==> src/rtl/data_mem_arb_pkg.sv <==
// Shared types and constants for the data memory arbiter.
// Requester ids index the {m1, m0} request vector.
package data_mem_arb_pkg;

  typedef enum logic [1:0] {
    IDLE   = 2'd0,
    ACCESS = 2'd1,
    RESP   = 2'd2
  } state_t;

  localparam int MEM_DEPTH_DEF = 256;

  localparam logic REQ_CPU = 1'b0;
  localparam logic REQ_DBG = 1'b1;

endpackage

==> src/rtl/rr_arbiter2.sv <==
// Two-way round-robin arbiter, combinational grant, registered last_grant.
// No backpressure: a grant is issued whenever enabled and any request is high.
module rr_arbiter2
  import data_mem_arb_pkg::*;
(
  input  logic       clk,
  input  logic       rst,
  input  logic [1:0] req,
  input  logic       grant_en,
  output logic [1:0] grant,
  output logic       winner,
  output logic       last_grant
);

  always_comb begin
    winner = REQ_CPU;
    grant  = 2'b00;
    case (req)
      2'b01:   winner = REQ_CPU;
      2'b10:   winner = REQ_DBG;
      2'b11:   winner = ~last_grant;
      default: winner = REQ_CPU;
    endcase
    if (grant_en && (req != 2'b00)) begin
      grant = (winner == REQ_DBG) ? 2'b10 : 2'b01;
    end
  end

  // Reset to the debug port so the CPU wins the first tie.
  always_ff @(posedge clk) begin
    if (rst) begin
      last_grant <= REQ_DBG;
    end else if (grant != 2'b00) begin
      last_grant <= winner;
    end
  end

endmodule

==> src/rtl/data_mem_arbiter.sv <==
// Arbitrates CPU/debug access to the data memory; ack two cycles after grant.
// Requesters hold req until ack; one access per three cycles.
module data_mem_arbiter
  import data_mem_arb_pkg::*;
#(
  parameter int ADDR_W    = 16,
  parameter int DATA_W    = 32,
  parameter int MEM_DEPTH = MEM_DEPTH_DEF
) (
  input  logic              clk,
  input  logic              rst,
  input  logic              m0_req,
  input  logic              m0_we,
  input  logic [ADDR_W-1:0] m0_addr,
  input  logic [DATA_W-1:0] m0_wdata,
  output logic              m0_ack,
  output logic [DATA_W-1:0] m0_rdata,
  output logic              m0_err,
  input  logic              m1_req,
  input  logic              m1_we,
  input  logic [ADDR_W-1:0] m1_addr,
  input  logic [DATA_W-1:0] m1_wdata,
  output logic              m1_ack,
  output logic [DATA_W-1:0] m1_rdata,
  output logic              m1_err,
  output logic [ADDR_W-1:0] mem_addr,
  output logic              mem_we,
  output logic [DATA_W-1:0] mem_wdata,
  input  logic [DATA_W-1:0] mem_rdata,
  output logic              busy
);

  state_t            state_q, state_d;
  logic [ADDR_W-1:0] addr_q;
  logic [DATA_W-1:0] wdata_q;
  logic              we_q;
  logic              owner_q;
  logic [DATA_W-1:0] rdata_q;
  logic              err_q;
  logic [1:0]        grant;
  logic              winner;
  logic              last_grant;
  logic              in_range;

  rr_arbiter2 u_arb (
    .clk        (clk),
    .rst        (rst),
    .req        ({m1_req, m0_req}),
    .grant_en   (state_q == IDLE),
    .grant      (grant),
    .winner     (winner),
    .last_grant (last_grant)
  );

  // Extra bit keeps the compare correct even if MEM_DEPTH == 2**ADDR_W.
  assign in_range = {1'b0, addr_q} < (ADDR_W+1)'(MEM_DEPTH);

  always_ff @(posedge clk) begin
    if (rst) state_q <= IDLE;
    else     state_q <= state_d;
  end

  always_comb begin
    state_d = state_q;
    case (state_q)
      IDLE:    if (grant != 2'b00) state_d = ACCESS;
      ACCESS:  state_d = RESP;
      RESP:    state_d = IDLE;
      default: state_d = IDLE;
    endcase
  end

  always_ff @(posedge clk) begin
    if (rst) begin
      addr_q  <= '0;
      wdata_q <= '0;
      we_q    <= 1'b0;
      owner_q <= REQ_CPU;
      rdata_q <= '0;
      err_q   <= 1'b0;
    end else begin
      if (grant != 2'b00) begin
        owner_q <= winner;
        if (winner == REQ_DBG) begin
          we_q    <= m1_we;
          addr_q  <= m1_addr;
          wdata_q <= m1_wdata;
        end else begin
          we_q    <= m0_we;
          addr_q  <= m0_addr;
          wdata_q <= m0_wdata;
        end
      end
      if (state_q == ACCESS) begin
        rdata_q <= (we_q || !in_range) ? '0 : mem_rdata;
        err_q   <= !in_range;
      end
    end
  end

  // Memory write is level-sensitive, so write-enable is confined to ACCESS.
  always_comb begin
    mem_addr  = addr_q;
    mem_wdata = wdata_q;
    mem_we    = (state_q == ACCESS) && we_q && in_range;
    busy      = (state_q != IDLE);
    m0_ack    = (state_q == RESP) && (owner_q == REQ_CPU);
    m1_ack    = (state_q == RESP) && (owner_q == REQ_DBG);
    m0_rdata  = m0_ack ? rdata_q : '0;
    m1_rdata  = m1_ack ? rdata_q : '0;
    m0_err    = m0_ack && err_q;
    m1_err    = m1_ack && err_q;
  end

endmodule

==> config.mk <==
export PLATFORM = sky130hd
export DESIGN_NAME = data_mem_arbiter
export DESIGN_NICKNAME = d
export VERILOG_FILES = /design/src/rtl/data_mem_arb_pkg.sv /design/src/rtl/rr_arbiter2.sv /design/src/rtl/data_mem_arbiter.sv
export SDC_FILE = /design/constraint.sdc
export NUM_CORES = 1
export LEC_CHECK = 0
export CORE_AREA = 5 5 76 148
export DETAILED_ROUTE_END_ITERATION = 10
export DIE_AREA = 0 0 81 153
export PLACE_DENSITY = 0.84
export RECOVER_POWER = 25
export SYNTH_ARGS = -nofsm -noshare
export SYNTH_HDL_FRONTEND = slang
export SYNTH_HIERARCHICAL = 1
export SYNTH_SLANG_ARGS = --single-unit
export TNS_END_PERCENT = 50
==> constraint.sdc <==
create_clock -name clk -period 3.3 [get_ports clk]
set_input_delay 0.33 -clock clk [delete_from_list [all_inputs] [get_ports clk]]
set_output_delay 0.33 -clock clk [all_outputs]
set_load 0.01 [all_outputs]
Yosys cells after proc, flatten, opt, wreduce, memory -nomap -nowiden. Index checks and enable logic that the tools add are counted.

Flip-flop bits (word level): 86. Output and inout bits: 118.

$lt $le $gt $ge: 1. Equality and inequality tests: 5. Mux-type cells: 11. Bitwise gates (word level): 2. Reductions and logical operators: 13.

Operators with widths (number): two-way mux 32 bit (4); less-than comparator 16 x 9 -> 1 bit (second input constant) (1); two-way mux 16 bit (1); logical AND 1 bit (7); equality test 2 bit (second input constant) (3); two-way mux 2 bit (3); nonzero test 2 bit (3); one-hot mux 2 bit (2 select lines) (1); equality test 2 x 1 -> 1 bit (second input constant) (1); zero test 2 bit (1); != test 2 bit (second input constant) (1); inverter 1 bit (2); one-hot mux 1 bit (2 select lines) (1); zero test 1 bit (1); logical OR 1 bit (1); two-way mux 1 bit (1).

Depth between registers and ports, before layout. Gate-level depths: netlist of run 1.

Depth after elaboration: 7. Depth in mapped cells: 9. Mapped depth without buffers: 7.

Cells and area by module. Netlist of run 1, hierarchy kept.

Modules (own cells, without submodules): data_mem_arbiter (times used 1, cells an instance 381, area an instance 3636.0 µm², seq. area each 1701.6 µm²); rr_arbiter2 (times used 1, cells an instance 8, area an instance 63.8 µm², seq. area each 20.0 µm²).

Worst setup path before layout of run 1. OpenSTA, ideal clock, no wires.

Path kind: flip-flop to flip-flop. Start point: register state_q[1]. End point: register addr_q[10], in the netlist mem_addr[10]. Data arrival time: 1.610 ns. Data required time: 3.231 ns. Slack: 1.621 ns. Cell stages (with the launch flop): 9. Path buffers: 1. Clock period less this slack: 1.679 ns. Cell sequence: dfxtp_1 -> or2_2 -> inv_1 -> nand2_1 -> a21oi_1 -> nor2_1 -> or2_1 -> buf_1 -> o21ai_1.

Word-level cells in the longest chain between the ends: 4.

RTL lines: start: declaration (RTL line data_mem_arbiter.sv:33) `state_t state_q, state_d;`; start signal: assignment (RTL line data_mem_arbiter.sv:60) `else state_q <= state_d;`; zero test 2 bit (RTL line data_mem_arbiter.sv:49) `.grant_en (state_q == IDLE),`; logical AND 1 bit (RTL line rr_arbiter2.sv:24) `if (grant_en && (req != 2'b00)) begin`; two-way mux 2 bit (RTL line rr_arbiter2.sv:24); named net grant[0] (RTL line data_mem_arbiter.sv:40) `logic [1:0] grant;`; nonzero test 2 bit (RTL line data_mem_arbiter.sv:82) `if (grant != 2'b00) begin`; end signal: assignment (RTL line data_mem_arbiter.sv:86) `addr_q <= m1_addr;`; end signal: assignment (RTL line data_mem_arbiter.sv:90) `addr_q <= m0_addr;`; end: declaration (RTL line data_mem_arbiter.sv:34) `logic [ADDR_W-1:0] addr_q;`.

The timed path passes the listed nets, and every way through them passes these cells. A chain may end at the register's enable or synchronous reset.

Final worst setup path of run 1.
Start point: register state_q[1]. End point: output m1_rdata[4].

Word-level cells in the longest chain between the ends: 3.

RTL lines: equality test 2 bit (RTL line data_mem_arbiter.sv:108) `m1_ack = (state_q == RESP) && (owner_q == REQ_DBG);`; logical AND 1 bit (RTL line data_mem_arbiter.sv:108); two-way mux 32 bit (RTL line data_mem_arbiter.sv:110) `m1_rdata = m1_ack ? rdata_q : '0;`; end: declaration (RTL line data_mem_arbiter.sv:24) `output logic [DATA_W-1:0] m1_rdata,`.

Every way passes these cells.

==> impl.org, run 1 <==
** Outcome
- Run status :: complete, no violations

** Clock network
- In this run, CTS created clock tree buffers numbering 9.
- In this run the clock root is driven by a clkbuf_16.
- In this run the post-CTS setup repair buffer count came out at 0.
- For the worst-skew pair, the clock arrives at the later sink with an insertion delay of 330 ps.
- CTS H-Tree Depth :: 3
- TritonCTS built the clock tree.
- Clock-pin slew was measured on the worst setup and hold paths at 60 ps.
- Number of clock sinks :: 86
- Clock buffer depth :: 2
- Cells resized by post-CTS repair :: 0
- In this run, post-CTS hold repair placed 0 buffers.

** Worst hold path
- Path type of the worst min-delay path :: reg2reg
- Beginning of the worst hold path :: mem_addr[5]$_SDFFE_PP0P_

** Pwr
- The share of total power dissipated in sequential elements is 0.444.
- The share of total power dissipated in combinational logic is 0.223.
- Switching power :: 698 µW
- Leakage power :: 0.00263 µW
- Dividing total power by cell area gives a power density of approximately 400 mW/mm².
- Clock network fraction of total power :: 0.333
- Int Power :: roughly 2000 µW
- Worst IR drop on VDD :: ~310 µV
- Of the total power, the share spent switching nets is 0.259.

** Detailed routing
- The first detailed-routing pass ran for 4 iterations.
- Post-detailed-route via-to-cell ratio :: 4.75
- Total vias in the final route :: 3639
- Avg WL per Cell :: 15.9 µm
- Violation count after the first detailed-routing iteration :: 72
- Number of remaining DRC errors :: 0
- In this run the remaining antenna-violating nets after routing total 0.
- Total Routed Length :: around 12000 µm

** Global routing
- Entering global routing, the biggest net connects 51 pins.
- For this run, global-route usage on met3 was measured as 0.0618.
- Overall track demand over capacity in global routing :: 0.196
- The initial antenna violation count came to 0.
- The number of global-route vias before repair is around 3800.
- The first global-routing pass estimated 19000 µm of wire.
- The global routing stage identified its most utilized layer as met2.
- Global routing finished with a remaining overflow of 0.
- Global-route track usage on met2 :: 0.371
- Routing usage on met1 :: 0.179

** Synth
- Of all cell types, the one taking the most synthesized area is dfxtp_1.
- The share of synthesized area in the top cell type comes to 0.465.
- The number of nets in the synthesized netlist is about 520.
- Post-synthesis cell area :: between 0.003 and 0.004 mm²
- Leading cell types by count after synthesis :: dfxtp_1 (86), and2_1 (68), nand2_1 (51), mux2i_1 (49), o21ai_1 (49)
- By area the synthesized netlist is led by dfxtp_1 (47%), mux2i_1 (13%), and2_1 (11%).
- Counting flops with an async set or reset pin after synthesis yields a share of 0.
- Counting every instance in the synthesized netlist gives 389.
- Yosys printed 6 warnings.
- Counting flops and latches in the post-synthesis netlist gives 86.
- Count of distinct cell types in the synthesized netlist :: 30
- Post-synth top flop :: dfxtp_1
- Synth Area per Inst :: 9.51 µm²
- Register area share after synthesis :: 0.465
- Post-synth EDFFs :: 0
- dfxtp_1 is the most common cell in the netlist.

** Finish
- The multi-input combinational cells in the finished layout cover a total of 0.00182 mm².
- Fin area :: 0.00654 mm²
- Final core utilization :: 0.653
- In the final layout, the share of cells above drive strength 1 is 0.0444.
- Leaving out filler cells and counting taps, the final layout contains about 770.
- After filler insertion, the fill cell instance count of the layout stands at 860.
- Across the whole layout, storage elements account for between 0.0015 and 0.002 mm².
- Number of nets in the final layout :: approximately 760
- The number of antenna diodes in the final layout is 0.
- Area delta synth->final :: 76.8%

** Setup path
- Reg-to-reg startpoint :: mem_addr[15]$_SDFFE_PP0P_
- Start-to-end type of the worst setup path :: reg2out
- For this run, the slowest stage of the critical path takes 780 ps.
- Slowest-stage cell, CP :: and3b_1
- The critical path goes through and3b_1, and2_1, clkdlybuf4s50_1.
- Type of destination of the critical path :: primary output
- In this run the worst setup path begins at state_q[1]$_SDFFE_PP0P_.
- Counting both buffers and inverters, the worst setup path holds a total of 1.
- The worst setup path is launched from a register.
- At the worst endpoint, the required time is 2970 ps.
- Family with the most delay on the worst path :: simple AND/OR/NAND/NOR gates
- Largest driver fanout on the critical path :: 34
- For the worst setup path, the data arrival time is 2290 ps.

** Floorplan
- The floorplan step set the die height to 153 µm.
- The floorplan step defined a core boundary enclosing 0.0100 mm².
- Area of the die :: 0.0124 mm²
- Initial core utilization :: 0.369
- In this run the core area contains 52 standard-cell rows.
- Width of the die :: 81 µm
- Pin placement for this block handled 252 I/O pins.

** Placement
- Counting tap cells, the placed design contains a total of approximately 750 instances.
- Routability congestion estimate :: 0.739
- Once detailed placement completed, the half-perimeter wirelength came to roughly 10000 µm.
- The placed instances occupy a cell area of 0.00628 mm².
- Count of port buffers added during placement :: 251

** Timing
- Total setup violations reported at the end of the flow :: 0
- Based on the critical path, the design can be clocked at up to 0.382 GHz.
- The clock arrives with 7.36 ps of skew.
- Final hold violation count :: 0
- In the finished design, the share of the clock period the worst path needs comes to 0.794.
- Setup_tns :: 0 ps
- Tightest slew margin relative to the limit :: 0.284
- Transition at the pin with the smallest max-transition slack :: roughly 1100 ps
- Setup repair after global routing missed its margin :: no
- Worst hold slack after final layout :: 443 ps
- The number of pins exceeding their max-slew limit in the final report is 0.
- After layout, the minimum clock period comes to between 2000 and 3000 ps.

** Flow run
- The tool flagged a number of max-cap violations equal to 0.
tightest hold or removal path, stage by stage, from the launching register on:
cell and delay [ps]:
dfxtp_1 310, nand2_1 50, o21ai_1 50
state kept, by name (all words and copies together), names as in the netlist:
register	cells
state_q	2
mem_wdata	32
u_arb/last_grant	1
rdata_q	32
mem_addr	16
owner_q	1
we_q	1
err_q	1
logic make-up after synthesis:
group	Yosys count	share of synthesized area
buf+inv	31	0.0460
flops	86	0.465
mux	49	0.133
compound gates	87	0.153
simple gates	136	0.204
power by group through the flow:
stage / Sequential (µW) / Combinational (µW) / Clock [µW]
floorplan: 1250 / 226 / 0
global placement: 1220 / 624 / 0
detailed placement: 1220 / 635 / 0
CTS: 1200 / 638 / 922
global route: 1210 / 652 / 977
finish: 1200 / 602 / 898
final timing paths:
kind / to / slack [ps] / depth (start not counted)
max: m1_rdata[4] / 680 / 3
min: mem_addr[5]$_SDFFE_PP0P_ / 440 / 2
max reg2reg: rdata_q[22]$_SDFFE_PP0N_ / 1290 / 3
min reg2reg: mem_addr[5]$_SDFFE_PP0P_ / 440 / 2
layer usage:
metal,part of all wire,vias to the layer above
met5,0,-
met4,0.034,0
met3,0.085,28
met2,0.55,163
met1,0.33,1641
li1,-,1807
metrics by stage:
step | power [µW] | setup WS [ps]
4_1_cts | 2760 | 657
3_5_place_dp | 1860 | 989
6_report | 2700 | 679
2_1_floorplan | 1470 | 1620
5_1_grt | 2840 | 473
3_3_place_gp | 1840 | 1060
layout by cell type (no fill, tap or decap), drive strengths merged, types with 2 or more instances in the layout:
cell type and count:
buf 6, nor2 5, nor2b 2, inv 2
a21oi 2, mux2i 49, clkinvlp 2, nor4 2
nand2 51, clkdlybuf4s50 202, and3b 2, o21ai 50
a22o 32, and2 68, clkinv 2, clkbuf 10
dlygate4sd3 49, dfxtp 86, or2 2
layout make-up:
type / count / area share
inverters: 2 / 0.00115
flip-flops and latches: 86 / 0.263
well taps: 135 / 0.0258
clock inverters: 4 / 0.00383
clock buffers: 10 / 0.0365
multi-input cells: 272 / 0.278
repair buffers: 257 / 0.391
Power figures use the tool's default switching activity.
==> run 2: changes to the inputs <==
- CORE_AREA: 5 5 76 148 -> 5 5 83 161
- DIE_AREA: 0 0 81 153 -> 0 0 88 166
- PLACE_DENSITY: 0.84 -> 0.75
- clock period: 3.3 -> 2.4 ns (I/O delays scaled with it)
==> impl.org, run 2 (synthesis results as in run 1) <==
** Floorplan
- The number of placement rows is 57 (+9.6%).
- The effective utilization at floorplan came to 0.307 (-0.0623).
- Width of the die :: 88 µm (+8.6%)
- The height of the die is 166 µm (+8.5%).
- Core area :: 0.0121 mm² (+20%)
- The top-level I/O count came to 252 (unchanged).
- Area of the die :: 0.0146 mm² (+18%)

** Finish
- Number of fill cells :: 1108 (+29%)
- Layout cell share with drive strength beyond 1 :: 0.0489 (+0.00452)
- The multi-input combinational cell area is 0.00182 mm² (about the same).
- The library cell used most frequently in the layout, excluding fill and tap cells, is clkdlybuf4s50_1.
- Number of nets in the final layout :: 763 (+0.13%)
- Footprint of the flip-flops and latches :: 0.00172 mm² (unchanged)
- Area delta synth->final :: 78.6%
- The final instance area came to 0.00661 mm² (+1.0%).
- Leaving out fill and tap cells, the most frequent cells in the layout are clkdlybuf4s50_1 (204), dfxtp_1 (86), and2_1 (68).
- The antenna diode instance count is 0 (unchanged).

** Setup path
- The largest fanout on the critical path came to 5 (-85%).
- Slowest-stage cell, CP :: clkdlybuf4s50_1
- The startpoint identified for the worst register-to-register timing path is state_q[0]$_SDFFE_PP0P_.
- Start-to-end type of the worst setup path :: reg2out
- Worst path cell trace :: nor2b_1, and2_1, and3_2, clkdlybuf4s50_1
- CP max stage delay :: 560 ps (-220 ps)
- The slack of the worst reg-to-reg path came to 350 ps (-940 ps).
- The arrival time at the worst endpoint came to 1930 ps (-360 ps).
- STA classifies the critical path startpoint as a register.
- The critical path required time came to 2160 ps (-810 ps).
- STA classifies the critical path endpoint as a primary output.
- R2R Path End :: rdata_q[23]$_SDFFE_PP0N_
- R2R depth :: 3 (unchanged)

** Detailed routing
- The post-detailed-route wirelength per cell is 15.6 µm (-2.0%).
- Number of remaining DRC errors :: 0 (unchanged)
- Violation count after the first detailed-routing iteration :: 63 (-13%)
- Post-detailed-route count of antenna-violating nets :: 0 (unchanged)
- Post-detailed-route via-to-cell ratio :: 4.62 (-2.8%)
- Total Routed Length :: 12200 µm (about the same)
- The count of vias placed by the detailed router is 3605 (-0.93%).
- The first-pass iteration count of the detailed router came to 4 (unchanged).

** Timing
- The final-layout worst hold slack came to 442 ps (-0.953 ps).
- The final number of hold-violating endpoints was 0 (unchanged).
- Tightest slew margin relative to the limit :: 0.216 (-0.0682)
- Final Critical Period :: between 2000 and 2500 ps
- Share of the clock period used by the worst path :: 0.905
- The number of pins exceeding their max-slew limit in the final report was 0 (unchanged).
- The post-route setup TNS is 0 ps (unchanged).
- Timing-limited maximum frequency :: 0.460 GHz
- Total setup violations reported at the end of the flow :: 0 (unchanged)
- Worst setup slack after layout :: 227 ps (-452 ps)
- The transition time at the pin with the least slew margin came to 1180 ps (+102 ps).
- Worst clock skew :: 9.37 ps (+2.01 ps)
- Setup repair after global routing left no endpoint under its margin.

** Clock network
- TritonCTS built the clock tree.
- Clock transition time at the flip-flop clock pins of the worst setup and hold paths :: 60 ps (about the same)
- CTS Buf Count :: 9 (unchanged)
- Number of clock sinks :: 86 (unchanged)
- Post CTS Setup Buffer Count :: 0 (unchanged)
- Clock buffer depth :: 2 (unchanged)
- Hold buffer count at cts :: 0 (unchanged)
- Clk Latency, worst-skew pair :: 330 ps (about the same)
- CTS H-Tree Depth :: 3 (unchanged)
- Buffer cell driving the clock tree root :: clkbuf_16
- The count of instances resized after the clock tree is built is 0 (unchanged).

** Global routing
- Overall track demand over capacity in global routing :: 0.163 (-0.0328)
- Vias in the first global route :: 3662 (-4.1%)
- Initial antenna violation count :: 0 (unchanged)
- The wire length of the first global-routing pass is 18600 µm (-2.0%).
- Maximum number of pins on one net before global-route repair :: 51 (unchanged)
- The residual overflow from global routing was 0 (unchanged).

** Outcome
- Run status :: complete, no violations

** Pwr
- The maximum vdd ir drop was 392 µV (+28%).
- The leakage power summed over all cells came to 0.00264 µW (+0.54%).
- Total Power Consumption :: 3780 µW (+40%)
- The power per cell area is 572 mW/mm² (+39%).

** Placement
- Post-DP Area :: 0.00633 mm² (+0.76%)
- The total of buffers placed on input and output ports came to 251 (unchanged).
- The routability-driven placement congestion ratio was 0.771 (+4.5%).
- The worst setup slack before clock tree synthesis is 301 ps (-689 ps).
- Placed wire-length estimate after detailed placement :: 9840 µm (-1.5%)

** Worst hold path
- Sink of the worst hold path :: mem_wdata[11]$_SDFFE_PP0P_
- Beginning of the worst hold path :: mem_wdata[11]$_SDFFE_PP0P_
- Hold path depth :: 2 (unchanged)
- The worst hold path belongs to the class reg2reg.

** Flow run
- The max capacitance violation total was 0 (unchanged).
## run 2: cell count changes in the layout (fill, tap and decap cells not counted), moves of 2 or more
cell             before  now
buf_12                0    2
clkdlybuf4s50_1     202  204
dlygate4sd3_1        49   47
inv_6                 0    2
## run 2: how the worst max path moves through the flow
stage,from,to,cells past startpoint
finish,state_q[0]$_SDFFE_PP0P_,mem_we,4
global route,state_q[0]$_SDFFE_PP0P_,mem_we,4
CTS,state_q[1]$_SDFFE_PP0P_,m0_rdata[30],4
detailed placement,rst,rdata_q[2]$_SDFFE_PP0N_,4
global placement,m0_req,mem_wdata[26]$_SDFFE_PP0P_,7
floorplan,state_q[1]$_SDFFE_PP0P_,mem_addr[10]$_SDFFE_PP0P_,8
## run 2: layout make-up
cell class              instances  share of cell area
multi-input cells             272               0.275
repair buffers                258               0.392
inverters                       2             0.00114
clock buffers                  10              0.0362
clock inverters                 6             0.00682
well taps                     147              0.0278
flip-flops and latches         86               0.261
## run 2: power breakdown
part           switching [µW]  total (µW)  leakage [µW]  internal (µW)
combinational             357         835       0.00180            478
clock                     567        1300      0.000132            734
sequential               78.7        1640      0.000704           1560
## run 2: worst max-delay path: cells and delay by family (launching register included)
family | cells | cell delay, ps
AND/OR/NAND/NOR | 3 | 680
flip-flops | 1 | 370
buffers and inverters | 1 | 560
## run 2: layer usage
metal  track usage  vias to the layer above  share of wire
met4        0.0574                        0          0.020
met1         0.155                     1613           0.33
met2         0.311                      161           0.56
li1              -                     1814              -
met5             0                        -              0
met3        0.0526                       17          0.091
## run 2: per-stage QoR
step | cells | util
global placement | 765 | 0.525
floorplan | 389 | -
CTS | 781 | 0.549
detailed placement | 765 | 0.525
global route | 781 | 0.548
finish | 781 | 0.548
==> run 3: changes to the inputs <==
- CORE_AREA: 5 5 83 161 -> 5 5 78 152
- DIE_AREA: 0 0 88 166 -> 0 0 83 157
- PLACE_DENSITY: 0.75 -> 0.8
- clock period: 2.4 -> 2.2 ns (I/O delays scaled with it)
==> impl.org, run 3 (synthesis results as in run 1) <==
** Detailed routing
- The count of vias placed by the detailed router is 3731 (+3.5%).
- Total Routed Length :: 12900 µm (+6.2%)
- The detail-routed via count per cell is 4.82 (+4.4%).
- The first-pass iteration count of the detailed router came to 4 (unchanged).
- Avg WL per Cell :: 16.7 µm (+7.1%)
- The number of routed nets with antenna violations came to 0 (unchanged).
- Number of remaining DRC errors :: 0 (unchanged)
- The number of DRC markers in iteration 0 is 128 (+100%).

** Global routing
- The initial antenna violation count was 0 (unchanged).
- Overall track demand over capacity in global routing :: 0.186 (+0.0227)
- The maximum number of pins on one net before global-route repair was 50 (-2.0%).
- Wire length of the first global-routing pass :: 19400 µm (+4.2%)
- Vias in the first global route :: 3693 (+0.85%)
- The residual overflow from global routing was 0 (unchanged).

** Timing
- Total setup violations reported at the end of the flow :: 0 (unchanged)
- The worst-case headroom to the max-slew limit came to 0.654 (+0.438).
- The post-route setup TNS came to 0 ps (unchanged).
- The transition time at the pin with the least slew margin is 518 ps (-658 ps).
- Setup repair after global routing left no endpoint under its margin.
- Share of the clock period used by the worst path :: 0.964
- Timing-limited maximum frequency :: 0.472 GHz
- Counting I/O delays and the setup requirement, the final critical path takes 2120 ps.
- Final hold violation count :: 0 (unchanged)
- The largest clock skew in the final design is 7.62 ps (-1.75 ps).
- The number of pins exceeding their max-slew limit in the final report is 0 (unchanged).
- Worst setup slack after layout :: 79.8 ps (-147 ps)

** Setup path
- The startpoint identified for the worst register-to-register timing path is state_q[1]$_SDFFE_PP0P_.
- The number of cells traversed by the worst register-to-register path came to 8 (+5).
- R2R Path End :: mem_wdata[2]$_SDFFE_PP0P_
- Traced cell by cell, the critical path runs through nor3b_4, buf_4, buf_12, and2_1, clkdlybuf4s50_1.
- The largest fanout on the critical path was 9 (+4).
- Slowest-stage cell, CP :: clkdlybuf4s50_1
- The most critical setup path has its endpoint at m0_rdata[26].
- Start-to-end type of the worst setup path :: reg2out
- The critical path starts at state_q[1]$_SDFFE_PP0P_.
- Worst EP arrival :: 1900 ps (-30 ps)
- Type of destination of the critical path :: primary output
- The slack of the worst reg-to-reg path is 240 ps (-110 ps).
- The worst setup path is launched from a register.
- CP max stage delay :: 550 ps (about the same)
- Data required time of the critical path :: 1980 ps (-180 ps)

** Clock network
- Clock transition time at the flip-flop clock pins of the worst setup and hold paths :: 60 ps (about the same)
- The number of sinks on the clock net came to 86 (unchanged).
- CTS Buf Count :: 9 (unchanged)
- The number of H-tree levels is 3 (unchanged).
- Buffer cell driving the clock tree root :: clkbuf_16
- Clk Latency, worst-skew pair :: 320 ps (about the same)
- Clock buffer depth :: 2 (unchanged)
- TritonCTS built the clock tree.

** Finish
- The library cell used most frequently in the layout, excluding fill and tap cells, is clkdlybuf4s50_1.
- In the layout the commonest cells are clkdlybuf4s50_1 (204), dfxtp_1 (85), and2_1 (68).
- Layout cell share with drive strength beyond 1 :: 0.0565 (+0.00762)
- The area growth from synthesis to layout is 82.5%.
- Final core utilization :: 0.644 (+0.0964)
- The number of fill cells in the layout came to 904 (-18%).
- The number of non-filler instances in the completed layout was 774 (-0.90%).
- The net total in the final layout was 767 (+0.52%).
- Number of inserted diodes :: 0 (unchanged)

** Pwr
- Power Dens Cells :: 658 mW/mm² (+15%)
- The power dissipated by switching net loads is 1060 µW (+5.5%).
- Sequential cell fraction of total power :: 0.404 (-0.030)
- Fraction of power spent switching nets :: 0.238 (-0.0273)
- Clock network fraction of total power :: 0.381 (+0.037)
- Int Power :: 3390 µW (+22%)
- Worst IR drop on VDD :: 496 µV (+27%)
- The leakage power summed over all cells was 0.00272 µW (+2.9%).
- Logic gate share of total power :: 0.215 (-0.006)

** Floorplan
- Width of the die :: 83 µm (-5.7%)
- The effective utilization at floorplan came to 0.353 (+0.0462).
- Area of the die :: 0.0130 mm² (-11%)
- I/O pin cnt :: 252 (unchanged)
- Number of standard-cell rows in the floorplan :: 53 (-7.0%)
- The area of the core is 0.0105 mm² (-13%).
- Chip height :: 157 µm (-5.4%)

** Placement
- Placement-stage worst setup slack :: 208 ps (-92.2 ps)
- The number of instances in the placed design was 756 (-1.2%).
- Placed wire-length estimate after detailed placement :: 10400 µm (+5.2%)
- The routability-driven placement congestion ratio is 0.840 (+8.9%).
- Count of port buffers added during placement :: 251 (unchanged)

** Worst hold path
- Path type of the worst min-delay path :: reg2reg

** Flow run
- Number of max-cap violations :: 0 (unchanged)

** Outcome
- Run status :: complete, no violations
==> run 3: per-stage QoR <==
stage	cell area (µm²)	power, µW	hold WS [ps]
2_1_floorplan	3700	2210	289
3_3_place_gp	6340	2790	435
3_5_place_dp	6340	2810	440
4_1_cts	6680	4530	449
5_1_grt	6750	4650	465
6_report	6750	4440	442
==> run 3: worst max-delay path, delay by kind of cell (launching register included) <==
kind          cells  cell delay [ps]
flops             1              360
buf+inv           3              860
simple gates      2              350
==> run 3: worst min path at each step <==
| stage | start | to | slack (ps) | cells after the start |
|---|---|---|---|---|
| floorplan | rst | owner_q$_SDFFE_PP0P_ | 290 | 1 |
| detailed placement | mem_wdata[7]$_SDFFE_PP0P_ | mem_wdata[7]$_SDFFE_PP0P_ | 440 | 2 |
| global placement | mem_addr[3]$_SDFFE_PP0P_ | mem_addr[3]$_SDFFE_PP0P_ | 430 | 2 |
| finish | mem_wdata[12]$_SDFFE_PP0P_ | mem_wdata[12]$_SDFFE_PP0P_ | 440 | 2 |
| CTS | mem_wdata[7]$_SDFFE_PP0P_ | mem_wdata[7]$_SDFFE_PP0P_ | 450 | 2 |
| global route | mem_wdata[12]$_SDFFE_PP0P_ | mem_wdata[12]$_SDFFE_PP0P_ | 470 | 2 |
==> run 3: power groups by stage <==
stage	logic, µW	clock network [µW]	registers (µW)
global route	1030	1810	1820
finish	953	1690	1800
global placement	963	0	1820
floorplan	339	0	1870
CTS	983	1750	1800
detailed placement	980	0	1830
==> run 3: area by class of cell <==
| cell class | instances | area (µm²) | area share |
|---|---|---|---|
| sequential | 86 | 1720 | 0.255 |
| tap | 137 | 171 | 0.0254 |
| clock buffer | 11 | 243 | 0.0359 |
| multi-input combinational | 272 | 1840 | 0.273 |
| clock inverter | 4 | 95.1 | 0.0141 |
| timing repair buffer | 262 | 2670 | 0.396 |
| inverter | 2 | 7.51 | 0.00111 |
==> run 3: layer usage <==
metal | wire length (µm) | up-vias | global-route usage
met5 | 0 | - | 0
li1 | - | 1835 | -
met2 | 7410 | 157 | 0.363
met1 | 4390 | 1720 | 0.187
met4 | 310 | 0 | 0.0709
met3 | 805 | 19 | 0.0440
==> run 3: repair_timing <==
| action | in CTS | in global routing |
|---|---|---|
| setup buffers | 0 | 1 |
| setup endpoints to repair | 0 | 16 |
| resized for setup | 0 | 4 |
| hold buffers | 0 | 0 |
